==> src/rtl/mano_pkg.sv <==
// Shared encodings for the basic-computer control unit: bus sources, ALU ops,
// opcode indices and the sequencer state type.
package mano_pkg;

  localparam int SC_W = 3;

  typedef enum logic [2:0] {
    BUS_NONE = 3'd0,
    BUS_AR   = 3'd1,
    BUS_PC   = 3'd2,
    BUS_DR   = 3'd3,
    BUS_AC   = 3'd4,
    BUS_IR   = 3'd5,
    BUS_MEM  = 3'd7
  } bus_sel_t;

  typedef enum logic [1:0] {
    ALU_AND     = 2'd0,
    ALU_ADD     = 2'd1,
    ALU_PASS_DR = 2'd2
  } alu_op_t;

  typedef enum logic {
    ST_HALT = 1'b0,
    ST_RUN  = 1'b1
  } seq_state_t;

  localparam int OP_AND = 0;
  localparam int OP_ADD = 1;
  localparam int OP_LDA = 2;
  localparam int OP_STA = 3;
  localparam int OP_BUN = 4;
  localparam int OP_BSA = 5;
  localparam int OP_ISZ = 6;
  localparam int OP_REG = 7;

  function automatic logic [7:0] decode_op(input logic [2:0] op);
    decode_op = 8'd1 << op;
  endfunction

endpackage

==> src/rtl/mano_seq_counter.sv <==
// Sequence counter with increment/clear and its one-hot T0..T7 decode.
module mano_seq_counter
  import mano_pkg::*;
(
  input  logic       clk,
  input  logic       rst_n,
  input  logic       clr,
  input  logic       inc,
  output logic [7:0] t
);

  localparam logic [SC_W-1:0] SC_MAX = '1;

  logic [SC_W-1:0] sc;

  // The top value is never a legal timing step, so it always wraps to T0.
  always_ff @(posedge clk or negedge rst_n) begin
    if (!rst_n) begin
      sc <= '0;
    end else if (clr || sc == SC_MAX) begin
      sc <= '0;
    end else if (inc) begin
      sc <= sc + 1'b1;
    end
  end

  always_comb begin
    t = 8'd1 << sc;
  end

endmodule

==> src/rtl/mano_ctrl_sequencer.sv <==
// Control unit of the basic computer: HALT/RUN sequencing, I/D latches and
// the per-timing-step strobe decode for the AR/PC/IR/DR/AC datapath.
module mano_ctrl_sequencer
  import mano_pkg::*;
#(
  parameter int WORD_W = 16
) (
  input  logic              clk,
  input  logic              rst_n,
  input  logic              start,
  input  logic [WORD_W-1:0] ir,
  input  logic              dr_zero,
  input  logic              ac_sign,
  input  logic              ac_zero,
  input  logic              e_zero,
  output logic [7:0]        t,
  output logic [7:0]        d,
  output logic [2:0]        bus_sel,
  output logic              mem_rd,
  output logic              mem_wr,
  output logic              ar_ld,
  output logic              ar_inc,
  output logic              pc_ld,
  output logic              pc_inc,
  output logic              ir_ld,
  output logic              dr_ld,
  output logic              dr_inc,
  output logic              ac_ld,
  output logic [1:0]        alu_op,
  output logic [11:0]       rr_en,
  output logic              halted
);

  seq_state_t state_q, state_d;
  logic       ind_q;
  logic [7:0] d_q;
  logic [7:0] t_raw;
  logic       running;
  logic       sc_clr;
  logic       skip;
  bus_sel_t   bus;
  alu_op_t    alu;

  assign running = (state_q == ST_RUN);

  mano_seq_counter u_sc (
    .clk   (clk),
    .rst_n (rst_n),
    .clr   (sc_clr),
    .inc   (running),
    .t     (t_raw)
  );

  always_ff @(posedge clk or negedge rst_n) begin
    if (!rst_n) begin
      state_q <= ST_HALT;
      ind_q   <= 1'b0;
      d_q     <= '0;
    end else begin
      state_q <= state_d;
      if (running && t_raw[2]) begin
        ind_q <= ir[WORD_W-1];
        d_q   <= decode_op(ir[WORD_W-2 -: 3]);
      end
    end
  end

  assign skip = (ir[4] & ~ac_sign) | (ir[3] & ac_sign) |
                (ir[2] & ac_zero)  | (ir[1] & e_zero);

  // Every strobe is qualified by RUN, so HALT and reset leave the datapath idle.
  always_comb begin
    state_d = state_q;
    sc_clr  = 1'b0;
    bus     = BUS_NONE;
    alu     = ALU_AND;
    mem_rd  = 1'b0;
    mem_wr  = 1'b0;
    ar_ld   = 1'b0;
    ar_inc  = 1'b0;
    pc_ld   = 1'b0;
    pc_inc  = 1'b0;
    ir_ld   = 1'b0;
    dr_ld   = 1'b0;
    dr_inc  = 1'b0;
    ac_ld   = 1'b0;
    rr_en   = '0;

    if (!running) begin
      sc_clr = 1'b1;
      if (start) state_d = ST_RUN;
    end else if (t_raw[0]) begin
      bus   = BUS_PC;
      ar_ld = 1'b1;
    end else if (t_raw[1]) begin
      bus    = BUS_MEM;
      mem_rd = 1'b1;
      ir_ld  = 1'b1;
      pc_inc = 1'b1;
    end else if (t_raw[2]) begin
      bus   = BUS_IR;
      ar_ld = 1'b1;
    end else if (t_raw[3]) begin
      if (!d_q[OP_REG]) begin
        if (ind_q) begin
          bus    = BUS_MEM;
          mem_rd = 1'b1;
          ar_ld  = 1'b1;
        end
      end else begin
        sc_clr = 1'b1;
        if (!ind_q) begin
          rr_en  = ir[11:0];
          pc_inc = skip;
          if (ir[0]) state_d = ST_HALT;
        end
      end
    end else if (t_raw[4]) begin
      if (d_q[OP_AND] | d_q[OP_ADD] | d_q[OP_LDA] | d_q[OP_ISZ]) begin
        bus    = BUS_MEM;
        mem_rd = 1'b1;
        dr_ld  = 1'b1;
      end else if (d_q[OP_STA]) begin
        bus    = BUS_AC;
        mem_wr = 1'b1;
        sc_clr = 1'b1;
      end else if (d_q[OP_BUN]) begin
        bus    = BUS_AR;
        pc_ld  = 1'b1;
        sc_clr = 1'b1;
      end else if (d_q[OP_BSA]) begin
        bus    = BUS_PC;
        mem_wr = 1'b1;
        ar_inc = 1'b1;
      end else begin
        sc_clr = 1'b1;
      end
    end else if (t_raw[5]) begin
      if (d_q[OP_AND] | d_q[OP_ADD] | d_q[OP_LDA]) begin
        ac_ld  = 1'b1;
        alu    = d_q[OP_AND] ? ALU_AND : (d_q[OP_ADD] ? ALU_ADD : ALU_PASS_DR);
        sc_clr = 1'b1;
      end else if (d_q[OP_BSA]) begin
        bus    = BUS_AR;
        pc_ld  = 1'b1;
        sc_clr = 1'b1;
      end else if (d_q[OP_ISZ]) begin
        dr_inc = 1'b1;
      end else begin
        sc_clr = 1'b1;
      end
    end else begin
      // T6 only carries ISZ write-back; T6/T7 always close the instruction.
      sc_clr = 1'b1;
      if (t_raw[6] && d_q[OP_ISZ]) begin
        bus    = BUS_DR;
        mem_wr = 1'b1;
        pc_inc = dr_zero;
      end
    end
  end

  assign t       = running ? t_raw : 8'd0;
  assign d       = running ? d_q : 8'd0;
  assign halted  = ~running;
  assign bus_sel = bus;
  assign alu_op  = alu;

endmodule

==> config.mk <==
export PLATFORM = sky130hd
export DESIGN_NAME = mano_ctrl_sequencer
export DESIGN_NICKNAME = d
export VERILOG_FILES = /design/src/rtl/mano_pkg.sv /design/src/rtl/mano_seq_counter.sv /design/src/rtl/mano_ctrl_sequencer.sv
export SDC_FILE = /design/constraint.sdc
export NUM_CORES = 1
export LEC_CHECK = 0
export CORE_ASPECT_RATIO = 1.2
export CORE_MARGIN = 4
export CORE_UTILIZATION = 42
export DETAILED_ROUTE_END_ITERATION = 6
export PLACE_DENSITY = 0.83
export SYNTH_ARGS = -nofsm -noshare
export SYNTH_HDL_FRONTEND = slang
export SYNTH_SLANG_ARGS = --single-unit
==> constraint.sdc <==
create_clock -name clk -period 4.55 [get_ports clk]
set_input_delay 1.365 -clock clk [delete_from_list [all_inputs] [get_ports clk]]
set_output_delay 1.365 -clock clk [all_outputs]
set_load 0.01 [all_outputs]
==> results.txt <==
The residual DRC count is 0. The number of slew-limit violations in the final report is 0. The final period demand of the worst path came out at 4191 ps. The sequential area share after synthesis came out at 0.2637. Setup violations remaining at the end of the flow were counted as 0. The total of flip-flops plus latches after synthesis is 13.

The number of H-tree branching levels is 1. The last weighted congestion value of the routability-driven placer came out at 0.9165. The required time at the endpoint of the critical path came out at 3180 ps. The effective utilization at floorplan is 0.4388. For this design the static power due to leakage is 0.0007944 uW. The number of antenna violations at the first check in global routing is 0. The layout overhead on the synthesized area came out at 56.29%.

The sum of negative setup slack came out at 0 ps. The count of buffers inserted at the top-level ports came out at 66. The portion of synthesized cell area occupied by the leading cell type came out at 0.2637. The mean post-synth cell area is 7.615 um^2. In the global route stage, overall resource usage came out at 0.2054. The routed length per placed instance came out at 14.88 um. For this block, the initial DRC count from the detailed router was 37. The core box area came out at 0.002811 mm^2.

The net count after synthesis is 191. The power density normalized to cell area came out at 546.2 mW/mm^2. The die outline area came out at 0.003872 mm^2. The flow ran to the end, and the final reports show no timing, DRC or antenna violations. The I/O pin count is 67.

The number of distinct library cells after synthesis came out at 45. The number of max-cap violations came out at 0. The x dimension of the die came out at 57.48 um. The height of the die came out at 67.37 um. The worst-case headroom to the max-slew limit is 0.6003. The largest clock skew in the final design came out at 4.739 ps. The detail route stage leaves a number of antenna-violating nets equal to 0. For the worst setup path, the data arrival time is 2830 ps. The HPWL after detailed placement is 3074 um.

The area of the multi-input gates came out at 820.8 um^2. The worst setup path is captured at a primary output. After synthesis, the cell types taking the most area are sky130_fd_sc_hd__dfrtp_1 (26%), sky130_fd_sc_hd__and2_1 (10%), sky130_fd_sc_hd__ha_1 (6.1%), sky130_fd_sc_hd__nand2_1 (5.2%), sky130_fd_sc_hd__o21ai_0 (4.9%). The number of placement rows is 21. The routed layout has 1411 vias. Setup repair after global routing left no endpoint under its margin.

The critical path is of the in2out type. The number of clock buffers inserted by TritonCTS came out at 3. The maximum root-to-sink buffer count came out at 2.

The final hold violation count is 0. The CTS tree is built. The tightest min-delay check is of the reg2reg type.

Global routing finished with a remaining overflow of 0. The worst setup path is launched from an input pin. The area taken by flip-flops and latches came out at 325.3 um^2. In the post-synthesis netlist, the cell with the most instances is sky130_fd_sc_hd__and2_1. After filler insertion, the fill cell instance count of the layout stands at 235. The post-route total power is 1053 uW. For this run, the leading register cell type out of synthesis is sky130_fd_sc_hd__dfrtp_1. The number of setup buffers added after CTS is 0. The total of warnings raised by yosys came out at 0.

The slew at the pin closest to its max-slew limit came out at 599.6 ps. Counting every instance in the synthesized netlist gives 162. The maximum clock frequency came out at 238.6 MHz. Sorting the synthesized cells by how often they occur yields sky130_fd_sc_hd__and2_1 (20), sky130_fd_sc_hd__nand2_1 (17), sky130_fd_sc_hd__dfrtp_1 (13).

The number of gates resized after cts is 0. The post-detailed-routing wire length came out at 3824 um. The pin count of the biggest net entering global routing came out at 20. The latest clock arrival within the worst-skew pair is 270 ps. The repair_antennas step left the layout with diodes totalling 0. The first-pass iteration count of the detailed router came out at 4. The proportion of layout cells with a drive suffix above 1 came out at 0.07175. The total number of nets in the final design came out at 253. The wire length of the first global-routing pass came out at 6341 um.

The clock net in this run drives a total of 13 sinks. Counting flops with a built-in enable in the synthesized netlist gives 0. In this run the cell area of the synthesized design comes to 0.001234 mm^2. The async set-reset flop share out of synthesis came out at 1.000. The largest total area in the synthesized netlist belongs to sky130_fd_sc_hd__dfrtp_1. CTS placed an instance of sky130_fd_sc_hd__clkbuf_4 at the clock tree root. Along the worst path, the maximum fanout reaches 1. In this run, post-CTS hold repair placed 0 buffers. After clock tree synthesis, the clock-pin slew on the worst setup and hold paths is 70 ps. In the finished design, the share of the clock period the worst path needs comes to 0.9210. In the routed layout, each cell is associated on average with a via count of 5.490. The number of global-route vias before repair is 1495. The highest ir drop seen on vdd is 367.1 uV.
## per-stage QoR
step	hold slack [ps]	util	instances	instance area, um^2	setup slack, ps
after floorplan	469.9	-	162	1234	1163
after global placement	490.5	0.6765	253	1902	372.0
after detailed placement	509.5	0.6765	253	1902	347.1
after CTS	519.8	0.6858	257	1928	341.1
after global routing	556.5	0.6858	257	1928	283.0
final	513.7	0.6858	257	1928	359.3
## layout make-up
cell class	instances	share of cell area
tap	34	0.02206
multi-input combinational	128	0.4257
clock buffer	4	0.01363
sequential	13	0.1687
inverter	10	0.01947
timing repair buffer	68	0.3504
## flip-flops by register name, indices dropped and copies added, names as in the netlist
signal / count
d_q: 8
ind_q: 1
running: 1
u_sc.sc: 3
## logic make-up after synthesis
kind of cell / share of synthesized area
AND/OR/NAND/NOR: 0.4128
AO/OA/AOI/OAI: 0.1744
buffers and inverters: 0.07098
flip-flops: 0.2637
adder cells (fa/ha/maj): 0.06085
multiplexers: 0.01724
## layout by cell type, fill, tap and decap left out, types with 3 or more instances in the layout
master | Yosys | layout
sky130_fd_sc_hd__a31oi_1 | 3 | 3
sky130_fd_sc_hd__nand2_1 | 17 | 17
sky130_fd_sc_hd__nand2b_1 | 3 | 3
sky130_fd_sc_hd__and2_1 | 20 | 20
sky130_fd_sc_hd__a21oi_1 | 5 | 5
sky130_fd_sc_hd__dfrtp_1 | 13 | 13
sky130_fd_sc_hd__clkbuf_4 | 0 | 3
sky130_fd_sc_hd__nor2b_1 | 5 | 5
sky130_fd_sc_hd__nor3_1 | 7 | 7
sky130_fd_sc_hd__nor2_1 | 12 | 12
sky130_fd_sc_hd__ha_1 | 6 | 6
sky130_fd_sc_hd__inv_1 | 9 | 9
sky130_fd_sc_hd__o21ai_0 | 12 | 12
sky130_fd_sc_hd__clkdlybuf4s50_1 | 0 | 66
## path summary, 6_finish.rpt
kind | from | end | slack [ps] | cells after the start
worst max-delay path | ac_sign | pc_inc | 360 | 6
worst min register to register | u_sc.sc[0] | u_sc.sc[0] | 510 | 1
worst max register to register | u_sc.sc[0] | u_sc.sc[1] | 2580 | 6
worst min-delay path | u_sc.sc[0] | u_sc.sc[0] | 510 | 1
max in group asynchronous | rst_n | d_q[7] | 2700 | 1
min in group asynchronous | rst_n | d_q[6] | 1460 | 1
## layer usage
metal | wire [um] | vias up | part of all wire | track usage
met1 | 1524 | 664 | 0.40 | 0.2159
met4 | 46 | 0 | 0.012 | 0.09855
met2 | 2029 | 56 | 0.53 | 0.3898
met5 | 0 | - | 0 | 0
li1 | - | 686 | - | -
met3 | 224 | 5 | 0.059 | 0.03633
## where the power goes
| group | total (uW) | switching, uW | internal (uW) |
|---|---|---|---|
| clock | 66.4 | 32.5 | 33.9 |
| combinational | 743 | 363 | 380 |
| sequential | 244 | 77.0 | 167 |
## critical path, cell delays in order
cell	delay, ps
sky130_fd_sc_hd__clkdlybuf4s50_1	480
sky130_fd_sc_hd__mux2i_1	80
sky130_fd_sc_hd__a21oi_1	160
sky130_fd_sc_hd__a31oi_1	50
sky130_fd_sc_hd__o21ai_0	140
sky130_fd_sc_hd__clkdlybuf4s50_1	550
(Power assumes the default switching activity.)
